File: config.mk
export PLATFORM = sky130hd
export DESIGN_NAME = uart_rx_deser_flat
export DESIGN_NICKNAME = d
export VERILOG_FILES = /design/src/rtl/uart_rx_deser_pkg.sv /design/src/rtl/uart_rx_deser_if.sv /design/src/rtl/uart_rx_deser_sync2.sv /design/src/rtl/uart_rx_deser.sv /design/src/flat_wrapper.sv
export SDC_FILE = /design/constraint.sdc
export NUM_CORES = 1
export LEC_CHECK = 0
export CAP_MARGIN = 20
export CORE_MARGIN = 3
export CORE_UTILIZATION = 54
export CTS_BUF_LIST = sky130_fd_sc_hd__clkbuf_2 sky130_fd_sc_hd__clkbuf_4 sky130_fd_sc_hd__clkbuf_8
export DETAILED_ROUTE_END_ITERATION = 7
export GPL_TIMING_DRIVEN = 0
export PLACE_DENSITY = 0.86
export SLEW_MARGIN = 15
export SYNTH_ARGS = -nofsm -noshare
export SYNTH_HDL_FRONTEND = slang
export SYNTH_SLANG_ARGS = --single-unit
File: constraint.sdc
create_clock -name clk -period 1.95 [get_ports clk]
set_clock_uncertainty 0.05 [all_clocks]
set_input_delay 0.195 -clock clk [delete_from_list [all_inputs] [get_ports clk]]
set_output_delay 0.195 -clock clk [all_outputs]
set_load 0.01 [all_outputs]
File: src/rtl/uart_rx_deser_pkg.sv
// Shared UART definitions for uart_bus, the RX deserializer and the future TX serializer.
package uart_pkg;

  typedef enum logic [2:0] {IDLE, START, DATA, STOP, BREAK} uart_rx_state_e;

  localparam int UART_DATA_BITS = 8;
  localparam int UART_DIV_MIN   = 4;

endpackage

File: src/rtl/uart_rx_deser_if.sv
// Byte handshake from the RX deserializer into the uart_bus receive port.
interface uart_rx_deser_if;
  import uart_pkg::*;

  logic [UART_DATA_BITS-1:0] rx_data;
  logic                      rx_valid;
  logic                      rx_ready;

  modport master (output rx_data, output rx_valid, input rx_ready);
  modport slave  (input rx_data, input rx_valid, output rx_ready);
endinterface

File: src/rtl/uart_rx_deser_sync2.sv
// Two-flop synchronizer for an asynchronous single-bit input.
module sync2 #(
  parameter logic RESET_VAL = 1'b1
) (
  input  logic clk,
  input  logic rst_n,
  input  logic i_d,
  output logic o_q
);

  logic r_meta;
  logic r_sync;

  always_ff @(posedge clk or negedge rst_n) begin
    if (!rst_n) begin
      r_meta <= RESET_VAL;
      r_sync <= RESET_VAL;
    end else begin
      r_meta <= i_d;
      r_sync <= r_meta;
    end
  end

  assign o_q = r_sync;

endmodule

File: src/rtl/uart_rx_deser.sv
// 8N1 UART receive deserializer feeding the uart_bus RX port via valid/ready.
// Define UART_RX_MAJORITY_EN to take each sample as the majority of the last 3 synchronized values.
module uart_rx_deser
  import uart_pkg::*;
#(
  parameter int DIV_W   = 16,
  parameter int DIV_MIN = UART_DIV_MIN
) (
  input  logic             clk,
  input  logic             rst_n,
  input  logic             rxd,
  input  logic [DIV_W-1:0] div,
  uart_rx_deser_if.master  rx,
  output logic             frame_err,
  output logic             overrun,
  output logic             busy
);

  localparam int IDX_W = $clog2(UART_DATA_BITS);

  uart_rx_state_e            r_state;
  logic [DIV_W-1:0]          r_cnt;
  logic [DIV_W-1:0]          r_div_l;
  logic [IDX_W-1:0]          r_idx;
  logic [UART_DATA_BITS-1:0] r_shift;
  logic [UART_DATA_BITS-1:0] r_data;
  logic                      r_valid;
  logic                      r_ferr;
  logic                      r_ovr;
  logic                      r_busy;
  logic                      r_rxs_d;

  logic                      w_rxs;
  logic                      w_bit;
  logic                      w_start;
  logic                      w_tick;
  logic [DIV_W-1:0]          w_div_eff;

  sync2 #(.RESET_VAL(1'b1)) u_sync (
    .clk   (clk),
    .rst_n (rst_n),
    .i_d   (rxd),
    .o_q   (w_rxs)
  );

`ifdef UART_RX_MAJORITY_EN
  logic r_rxs_d2;

  always_ff @(posedge clk or negedge rst_n) begin
    if (!rst_n) begin
      r_rxs_d  <= 1'b1;
      r_rxs_d2 <= 1'b1;
    end else begin
      r_rxs_d  <= w_rxs;
      r_rxs_d2 <= r_rxs_d;
    end
  end

  assign w_bit = (w_rxs & r_rxs_d) | (w_rxs & r_rxs_d2) | (r_rxs_d & r_rxs_d2);
`else
  always_ff @(posedge clk or negedge rst_n) begin
    if (!rst_n) r_rxs_d <= 1'b1;
    else        r_rxs_d <= w_rxs;
  end

  assign w_bit = w_rxs;
`endif

  assign w_start   = r_rxs_d & ~w_rxs;
  assign w_tick    = (r_cnt == '0);
  assign w_div_eff = (div < DIV_W'(DIV_MIN)) ? DIV_W'(DIV_MIN) : div;

  always_ff @(posedge clk or negedge rst_n) begin
    if (!rst_n) begin
      r_state <= IDLE;
      r_cnt   <= '0;
      r_div_l <= '0;
      r_idx   <= '0;
      r_shift <= '0;
      r_data  <= '0;
      r_valid <= 1'b0;
      r_ferr  <= 1'b0;
      r_ovr   <= 1'b0;
      r_busy  <= 1'b0;
    end else begin
      r_ferr <= 1'b0;
      r_ovr  <= 1'b0;
      if (r_valid && rx.rx_ready) r_valid <= 1'b0;

      case (r_state)
        IDLE: begin
          if (w_start) begin
            r_div_l <= w_div_eff;
            r_cnt   <= (w_div_eff >> 1) - 1'b1;
            r_state <= START;
            r_busy  <= 1'b1;
          end
        end

        START: begin
          if (!w_tick) begin
            r_cnt <= r_cnt - 1'b1;
          end else if (w_bit) begin
            r_state <= IDLE;
            r_busy  <= 1'b0;
          end else begin
            r_cnt   <= r_div_l - 1'b1;
            r_idx   <= '0;
            r_state <= DATA;
          end
        end

        DATA: begin
          if (!w_tick) begin
            r_cnt <= r_cnt - 1'b1;
          end else begin
            r_shift <= {w_bit, r_shift[UART_DATA_BITS-1:1]};
            r_cnt   <= r_div_l - 1'b1;
            if (r_idx == IDX_W'(UART_DATA_BITS - 1)) r_state <= STOP;
            else                                      r_idx   <= r_idx + 1'b1;
          end
        end

        STOP: begin
          if (!w_tick) begin
            r_cnt <= r_cnt - 1'b1;
          end else if (w_bit) begin
            // Newest byte always wins; overrun only if the held byte was not taken this cycle.
            r_state <= IDLE;
            r_busy  <= 1'b0;
            r_data  <= r_shift;
            r_valid <= 1'b1;
            if (r_valid && !rx.rx_ready) r_ovr <= 1'b1;
          end else begin
            r_ferr  <= 1'b1;
            r_state <= BREAK;
          end
        end

        BREAK: begin
          if (w_rxs) begin
            r_state <= IDLE;
            r_busy  <= 1'b0;
          end
        end

        default: begin
          r_state <= IDLE;
          r_busy  <= 1'b0;
        end
      endcase
    end
  end

  assign rx.rx_data  = r_data;
  assign rx.rx_valid = r_valid;
  assign frame_err   = r_ferr;
  assign overrun     = r_ovr;
  assign busy        = r_busy;

endmodule

File: src/flat_wrapper.sv
// flat-port wrapper written by rule: the top's interface ports become plain ports
module uart_rx_deser_flat import uart_pkg::*;
#(
  parameter int DIV_W   = 16,
  parameter int DIV_MIN = UART_DIV_MIN
)
  (clk, rst_n, rxd, div, frame_err, overrun, busy, rx_rx_data, rx_rx_valid, rx_rx_ready);
  uart_rx_deser_if rx_i ();
  input  logic clk;
  input  logic rst_n;
  input  logic rxd;
  input  logic [DIV_W-1:0] div;
  output logic frame_err;
  output logic overrun;
  output logic busy;
  output wire logic [$bits(rx_i.rx_data)-1:0] rx_rx_data;
  output wire logic [$bits(rx_i.rx_valid)-1:0] rx_rx_valid;
  input wire logic [$bits(rx_i.rx_ready)-1:0] rx_rx_ready;
  assign rx_rx_data = rx_i.rx_data;
  assign rx_rx_valid = rx_i.rx_valid;
  assign rx_i.rx_ready = rx_rx_ready;
  uart_rx_deser #(.DIV_W(DIV_W), .DIV_MIN(DIV_MIN)) u_core (.clk(clk), .rst_n(rst_n), .rxd(rxd), .div(div), .rx(rx_i), .frame_err(frame_err), .overrun(overrun), .busy(busy));
endmodule
==> results of run 1 <==
report_power, final:
part           total [mW]  leakage [nW]  switching [mW]  internal, mW
Clock                1.21         0.103           0.516         0.689
Sequential           2.02         0.771           0.451          1.57
Combinational        2.09          1.35            1.16         0.931
Total                5.32          2.22            2.13          3.19
flip-flops by register name (all words and copies together) (netlist names):
signal and cells:
u_core.busy 1, u_core.frame_err 1, u_core.overrun 1, u_core.r_cnt 16, u_core.r_div_l 16, u_core.r_idx 3
u_core.r_rxs_d 1, u_core.r_shift 8, u_core.r_state 3, u_core.rx.rx_data 8, u_core.rx.rx_valid 1, u_core.u_sync.o_q 1
u_core.u_sync.r_meta 1
final cells by class:
| class | instances | area [µm²] |
|---|---|---|
| multi-input cells | 336 | 2509 |
| flip-flops and latches | 61 | 1531 |
| fillers | 397 | 1469 |
| repair buffers | 66 | 581.8 |
| clock buffers | 13 | 166.4 |
| plain buffers | 14 | 113.9 |
| well taps | 77 | 96.34 |
| clock inverters | 3 | 45.04 |
| inverters | 5 | 18.77 |
logic make-up after synthesis:
group	Yosys count	synth area share (%)
adder cells (fa/ha/maj)	7	2.340
multiplexers	11	3.277
AND/OR/NAND/NOR	208	30.02
flip-flops	61	40.89
XOR/XNOR	29	6.787
AO/OA/AOI/OAI	80	13.64
buffers and inverters	22	3.042
routing by layer:
layer	GRT usage, %	vias up	part of all wire, %
met3	5.346	68	11
met5	0	-	0
met2	49.43	311	46
met4	14.75	0	5.1
met1	40.34	1843	38
li1	-	1654	-
tightest hold or removal path, delay by kind of cell:
family,cells,cell delay [ps]
buffers and inverters,1,150
and+or+nand+nor,2,120
how the worst max path moves through the flow:
| stage | end | slack [ps] | cells past startpoint |
|---|---|---|---|
| floorplan | u_core.r_cnt[14] | -140 | 10 |
| global placement | u_core.r_idx[1] | -1290 | 1 |
| detailed placement | u_core.r_cnt[14] | -1110 | 11 |
| CTS | u_core.r_cnt[1] | -120 | 10 |
| global route | u_core.r_cnt[7] | -300 | 9 |
| finish | u_core.r_cnt[11] | -220 | 6 |
placed cells by master, fill, tap and decap left out, drive strengths merged, types with 3 or more instances in the layout:
cell type / instances
nand2: 89
dfrtp: 58
buf: 44
nor2: 31
o21ai: 31
clkbuf: 20
xor2: 19
nor3: 18
clkdlybuf4s50: 16
a21oi: 13
nor4: 13
nand3: 11
xnor2: 10
dlygate4sd2: 10
mux2: 10
nand4: 7
ha: 7
nor3b: 6
o22ai: 5
inv: 5
nor2b: 4
or3: 4
a221oi: 4
and2: 4
nand2b: 4
a22o: 3
dfstp: 3
or4: 3
and4: 3
nor4b: 3
nand3b: 3
timing repair:
item	CTS	global route
setup endpoints to repair	48	51
setup buffers	21	12
hold endpoints to repair	58	0
gates resized for setup	101	27
pin swaps	32	18
hold buffers	1	0
gates cloned	3	1
==> impl_results.md, run 1 <==
* Start point of the critical path: u_core.r_cnt[1]
* Outcome: finished, violations left
* WS Path Type: flop to flop
* Final min period at 2171 ps
* Synth top cells by count: 88 x nand2_1, 58 x dfrtp_1, 30 x nor2_1
* Avg Cell Area, Syn at 8.953 µm²
* Port Buffer Count at 31
* Vert. Die Dim at 89.25 µm
* R2R depth at 6
* CP Max Fanout at 5
* Antenna Cells at 0
* GRT Util Overall at 30.77%
* Final std cells w/o fill at 575
* # rows at 29
* Syn Nets at 445
* Power, Total at 5.317 mW
* Unique masters post-synth at 71
* Final GP Congestion at 0.9443
* Reg-to-Reg End: u_core.r_cnt[11]
* Max Cap Viol at 0
* Buf+Inv Stages, Crit Path at 2
* DRT Wirelength at 11920 µm
* R2R Path Start: u_core.r_cnt[1]
* Layout area overhead at 35.27%
* Mean routed wirelength per cell at 20.73 µm
* Startpoint Class: flop
* Fin area at 5062 µm²
* Worst Max-Slew Pin Slew at 770.4 ps
* Initial antenna violation count at 0
* Initial DRC count at 604
* Core Util, Final at 77.51%
* Clk_lat worst skew at 360 ps
* Failing checks: setup timing
* Post-synth EDFFs at 0
* Post-DP Area at 4180 µm²
* Hold depth at 3
* DP HPWL at 6757 µm
* Clock sinks at 61
* Initial core utilization at 57.30%
* Synthesis Warnings at 0
* Clk slew on worst S/H paths at 70 ps
* Routed Antenna Nets at 0
* Critical Path Slowest Stage Cell: or4_4
* Core ar. at 6531 µm²
* Vias post-DR at 3876
* Flops & latches, synth at 61
* Largest cells by area after synthesis: dfrtp_1 39%, nand2_1 8.8%, xor2_1 4.4%, nor2_1 3.0%, o21ai_1 2.9%
* DR pass1 iterations at 5
* VDD IR-drop max at 621.0 µV
* Synth top area share at 38.78%
* Fin crit share at 111.3%
* CTS tree: yes
* Hold Crit Start: div[11]
* Critical path required time at 2180 ps
* Die area at 7966 µm²
* Hold Path End: u_core.r_div_l[11]
* Pwr/cell area at 1050 nW/µm²
* Inserted Clock Buffers at 9
* Root buf cell: clkbuf_8
* Register area share after synthesis at 40.89%
* Num ports at 32
* Clock tree buffer depth at 2
* Top FF cell, synth: dfrtp_1
* Setup-failing EPs final at 40
* Worst setup margin at -221.2 ps
* H-tree level count at 3
* Fraction of layout cells with a size suffix above 1 at 29.72%
* Worst path top cell family by delay: simple AND/OR/NAND/NOR gates
* Nets at 520
* Post-synthesis cell count at 418
* Most common cell on crit path: buf_4
* Synth area leader: dfrtp_1
* Pin count of the biggest net entering global routing at 62
* Hold Path Class: input pin to flop
* GRT overflow at 0
* Static Leakage at 2.220 nW
* Worst-path cell chain: buf_4 -> or4_4 -> buf_4 -> nor4_1 -> o31ai_1 -> nand2_1
* Final hold violations at 0
* Critical path's largest stage delay at 560 ps
* Vias in the first global route at 3553
* R2r setup slk at -220 ps
* Die width at 89.25 µm
* Setup tns final at -5553 ps
* Most frequent cell after synthesis: nand2_1
* RSZ-0062 raised after global routing: true
* Critical path capture point type: flop
* Via density at 6.741
* Max transition margin at 48.17%
* Min Hold Slack at 107.6 ps
* First-pass GRT wire length at 18460 µm
* Mapped Area at 3742 µm²
* Drc violations at 0
* Asr flop ratio synth at 100.0%
* Max Freq at 0.4606 GHz
* Crit path arrival time at 2410 ps
* Setup Slack @ Placement at -1106 ps
* Slew Viols, Final at 0
* Dpl cells at 526
Note: power is estimated with default switching activity, not from simulation.
==> inputs of run 2 (changes only) <==
Settings changed: CTS_BUF_LIST sky130_fd_sc_hd__clkbuf_2 sky130_fd_sc_hd__clkbuf_4 sky130_fd_sc_hd__clkbuf_8 to sky130_fd_sc_hd__clkbuf_8.
==> impl_results.md, run 2 (synthesis gave the netlist of run 1 again) <==
* FILL cells at 360 (-9.3%)
* Drc violations at 0 (unchanged)
* DP HPWL at 6757 µm (unchanged)
* Inserted Clock Buffers at 9 (unchanged)
* Max Freq at 0.4548 GHz (-1.2%)
* Failing checks: setup timing
* Initial antenna violation count at 0 (unchanged)
* Pin count of the biggest net entering global routing at 62 (unchanged)
* Worst Max-Slew Pin Slew at 782.0 ps (+11.63 ps)
* Dpl cells at 526 (unchanged)
* Die area at 7966 µm² (unchanged)
* Num ports at 32 (unchanged)
* VDD IR-drop max at 602.0 µV (-3.1%)
* Layout area overhead at 38.52%
* Fin crit share at 112.7% (+1.4 points)
* Port Buffer Count at 31 (unchanged)
* Clk slew on worst S/H paths at 70 ps (about the same)
* R2R depth at 9 (+3)
* DRT Wirelength at 12280 µm (+3.0%)
* Clk_lat worst skew at 350 ps (about the same)
* Outcome: finished, violations left
* Flop pwr share at 37.3% (-0.7 points)
* Final GP Congestion at 0.9443 (unchanged)
* Worst setup margin at -248.6 ps (-27.34 ps)
* Via density at 6.628 (-1.7%)
* Root buf cell: clkbuf_8
* Nets at 529 (+1.7%)
* Biggest regs: u_core.r_cnt x16, u_core.r_div_l x16
* Switching Power at 2.209 mW (+3.9%)
* Routed Antenna Nets at 0 (unchanged)
* Pwr/cell area at 1054 nW/µm² (+0.35%)
* Fraction of layout cells with a size suffix above 1 at 31.56% (+1.8 points)
* GRT Util Overall at 30.45% (-0.32 points)
* Clock sinks at 61 (unchanged)
* Hold Path Class: input pin to flop
* Slew Viols, Final at 0 (unchanged)
* Antenna Cells at 0 (unchanged)
* Static Leakage at 2.286 nW (+3.0%)
* Sw frac at 40.43% (+0.45 points)
* Final hold violations at 0 (unchanged)
* Max transition margin at 47.86% (-0.30 points)
* Critical path capture point type: flop
* Vert. Die Dim at 89.25 µm (unchanged)
* GRT overflow at 0 (unchanged)
* WS Path Type: flop to flop
* Core ar. at 6531 µm² (unchanged)
* # rows at 29 (unchanged)
* Initial DRC count at 480 (-21%)
* Die width at 89.25 µm (unchanged)
* Int Pwr at 3.255 mW (+2.0%)
* Vias in the first global route at 3614 (+1.7%)
* H-tree level count at 3 (unchanged)
* DR pass1 iterations at 8 (+3)
* Max Cap Viol at 0 (unchanged)
* Clock tree buffer depth at 2 (unchanged)
* Power, Total at 5.463 mW (+2.8%)
* Crit path arrival time at 2440 ps (+30 ps)
* Commonest non-fill, non-tap cell in the layout: nand2_1
* Min Hold Slack at 148.3 ps (+40.65 ps)
* Startpoint Class: flop
* Mean routed wirelength per cell at 21.02 µm (+1.4%)
* Clock power share at 21.3% (-1.4 points)
* RSZ-0062 raised after global routing: true
* Most frequent cells in the layout: 85 x nand2_1, 57 x dfrtp_1, 36 x buf_4, 27 x nor2_1, 21 x o21ai_1
* CP Max Fanout at 7 (+2)
* Gate power share at 41.4% (+2.1 points)
* CTS tree: yes
* First-pass GRT wire length at 18200 µm (-1.4%)
* Final min period at 2199 ps (+27.34 ps)
* Final std cells w/o fill at 584 (+1.6%)
* Critical path required time at 2190 ps (about the same)
* Setup-failing EPs final at 40 (unchanged)
* Initial core utilization at 57.30% (unchanged)
* Hold depth at 3 (unchanged)
* Vias post-DR at 3871 (-0.13%)
==> run 2: cell types whose count changed in the layout (fill, tap and decap cells not counted), sizes merged <==
cell / before / now
dlygate4sd2: 10 / 11
inv: 5 / 7
clkbuf: 20 / 18
buf: 44 / 52
==> run 2: worst max-delay path, stage by stage, from the launching register on <==
cell and delay [ps]:
dfrtp_1 410, inv_2 110, ha_4 130, nor4b_4 300
nand4_4 230, buf_4 220, buf_4 150, nor3b_4 320
nand2_1 130, nand2_1 90
==> run 2: timing repair <==
item	in CTS	in global routing
gates cloned	3	1
gates resized for setup	101	37
pin swaps	32	25
setup endpoints to repair	48	49
hold buffers	1	0
setup buffers	21	22
hold endpoints to repair	58	0
==> run 2: layer usage <==
metal	vias up	routed length, µm	share of wire, %	track usage, %
met5	-	0	0	0
met3	86	1156	9.4	7.281
met1	1836	4678	38	38.74
met4	0	776	6.3	16.78
li1	1668	-	-	-
met2	281	5667	46	47.76
==> run 2: final cells by class <==
type / instances / area (µm²) / area share [%]
clock inverters: 5 / 52.55 / 1.014
flip-flops and latches: 61 / 1531 / 29.54
plain buffers: 14 / 115.1 / 2.221
multi-input cells: 336 / 2554 / 49.26
repair buffers: 75 / 664.4 / 12.82
inverters: 5 / 18.77 / 0.3621
well taps: 77 / 96.34 / 1.859
clock buffers: 11 / 151.4 / 2.921
==> run 2: worst paths after layout <==
| path | startpoint | endpoint | slack (ps) |
|---|---|---|---|
| max in group asynchronous | rst_n | u_core.r_cnt[3] | 860 |
| max | u_core.r_cnt[0] | u_core.r_shift[1] | -250 |
| min reg2reg | u_core.u_sync.r_meta | u_core.u_sync.o_q | 310 |
| min | div[6] | u_core.r_div_l[6] | 150 |
| max reg2reg | u_core.r_cnt[0] | u_core.r_shift[1] | -250 |
| min in group asynchronous | rst_n | u_core.r_cnt[12] | 410 |
==> run 2: power by group through the flow <==
stage | clock network [mW] | registers (mW) | logic, mW
floorplan | 0 | 1.89 | 1.12
global placement | 0 | 1.96 | 1.41
detailed placement | 0 | 1.98 | 1.47
CTS | 1.16 | 1.98 | 1.78
global route | 1.23 | 2.07 | 2.42
finish | 1.16 | 2.04 | 2.26
==> run 2: metrics by stage <==
step / TNS (ps) / instance area [µm²] / worst slack [ps] / utilization, %
after floorplan: -262.7 / 3776 / -143.2 / -
after global placement: -91450 / 4183 / -1290 / 64.04
after detailed placement: -18040 / 4180 / -1106 / 64.00
after CTS: -1850 / 4908 / -115.9 / 75.15
after global routing: -10620 / 5184 / -401.7 / 79.37
final: -6576 / 5184 / -248.6 / 79.37
==> patch (settings of run 2) <==
Re-encode `uart_rx_state_e` (5 states) as one-hot, 5 bits wide.
--- a/src/rtl/uart_rx_deser_pkg.sv
+++ b/src/rtl/uart_rx_deser_pkg.sv
@@ -1,7 +1,7 @@
 // Shared UART definitions for uart_bus, the RX deserializer and the future TX serializer.
 package uart_pkg;
 
-  typedef enum logic [2:0] {IDLE, START, DATA, STOP, BREAK} uart_rx_state_e;
+  typedef enum logic [4:0] {IDLE = 5'b00001, START = 5'b00010, DATA = 5'b00100, STOP = 5'b01000, BREAK = 5'b10000} uart_rx_state_e;
 
   localparam int UART_DATA_BITS = 8;
   localparam int UART_DIV_MIN   = 4;
Behaviour: same outputs for any inputs over 10 cycles, from zero or initial values and one cycle with rst_n low; not proved beyond that.
==> patch against run 2 <==
The run still ends with setup timing left; routed wire length is 0.92% higher; design area is 2.6% lower; worst setup slack worse by 0.20 ns; clock power is 8% lower; synthesized area is 1.1% higher; combinational power is 36% higher; power is 16% higher; sequential cell count is 2 higher; largest power group unchanged.
==> patch: results (changes against run 2) <==
| Metric | Value |
|---|---|
| Status | finished, violations left (unchanged) |
| Violated checks | setup timing (unchanged) |
| Hold_ws | 0.1286 ns (was 0.1483 ns) |
| Hpwl dp | 6732 um (was 6757 um) |
| Placed cells | 547 (was 526) |
| Synth cell types | 55 (was 71) |
| Antenna violations before repair | 1 (was 0) |
| Nets@finish | 520 (was 529) |
| CP max stage cell | or4_4 (was dfrtp_1) |
| Seq/Total Area, Yosys | 41.79% (was 40.89%) |
| Setup WS post-layout | -0.4457 ns (was -0.2486 ns) |
| Routed length on met2 | 5436 um (was 5667 um) |
| Met2 Use GR | 41.42% (was 47.76%) |
| Max stage delay on crit path | 0.53 ns (was 0.41 ns) |
| Vias | 3979 (was 3871) |
| Metal-1 WL | 4660 um (was 4678 um) |
| Internal power | 0.003416 W (was 0.003255 W) |
| Placed Area | 4250 um^2 (was 4180 um^2) |
| Pre-antenna DRT Iters | 6 (was 8) |
| Syn Nets | 450 (was 445) |
| Met3 WL | 1429 um (was 1156 um) |
| Global-route wire length before repair | 17560 um (was 18200 um) |
| Iter 0 DRT Violations | 757 (was 480) |
| Leak | 2.168 nW (was 2.286 nW) |
| Crit-path max FO | 10 (was 7) |
| Largest net degree at the start of global routing | 64 (was 62) |
| Worst VDD drop | 0.7961 mV (was 0.6020 mV) |
| M1 GR Usage | 36.56% (was 38.74%) |
| # fillers | 381 (was 360) |
| Share of cells above drive strength 1 | 27.91% (was 31.56%) |
| Vias in the first global route | 3464 (was 3614) |
| Worst slew margin | 47.72% (was 47.86%) |
| # resized after CTS | 59 (was 101) |
| Area contributors post-synth | dfrtp_1 39%, nand2_1 7.2%, mux2_2 5.1% (was dfrtp_1 39%, nand2_1 8.8%, xor2_1 4.4%) |
| Final setup violation count | 51 (was 40) |
| Highest metal used | met5 (was met4) |
| Setup_tns | -11.76 ns (was -6.576 ns) |
[patch: cell types whose count changed after synthesis, moves of 9 or more]
cell / run 2 / this run
mux2_1: 9 / 0
o21ai_1: 22 / 2
o21ai_0: 9 / 33
mux2_2: 1 / 17
nand2_1: 88 / 73
[patch: cells by family (layout without fill, tap and decap cells)]
logic type	after synthesis	count (layout)	synth area share, %
simple gates	185	185	24.83
compound gates	88	88	14.81
flops	63	63	41.79
buf+inv	31	106	3.603
xor+xnor	30	30	6.942
mux	19	19	5.719
fa+ha+maj	7	7	2.314
[patch: cell type report]
| cell class | count | area [um^2] | share of cell area, % |
|---|---|---|---|
| Multi-Input combinational cell | 329 | 2411 | 47.73 |
| Sequential cell | 63 | 1584 | 31.36 |
| Timing Repair Buffer | 63 | 580.6 | 11.49 |
| Buffer | 18 | 146.4 | 2.898 |
| Clock buffer | 9 | 123.9 | 2.452 |
| Tap cell | 93 | 116.4 | 2.304 |
| Clock inverter | 7 | 55.05 | 1.090 |
| Inverter | 9 | 33.78 | 0.6688 |
[patch: power by group through the flow]
stage,combinational (W),clock [W],sequential (W)
2_1_floorplan,0.00166,0,0.00200
3_3_place_gp,0.00210,0,0.00208
3_5_place_dp,0.00216,0,0.00211
4_1_cts,0.00254,0.00106,0.00209
5_1_grt,0.00330,0.00113,0.00223
6_report,0.00308,0.00107,0.00220
[patch: final timing paths]
kind	from	to	cells past startpoint
max in group asynchronous	rst_n	u_core.r_state[4]	2
worst min register to register	u_core.u_sync.r_meta	u_core.u_sync.o_q	0
worst max register to register	u_core.r_state[2]	u_core.r_state[2]	7
min in group asynchronous	rst_n	u_core.r_div_l[8]	2
worst max-delay path	u_core.r_state[2]	u_core.r_state[2]	7
worst min-delay path	div[6]	u_core.r_div_l[6]	3
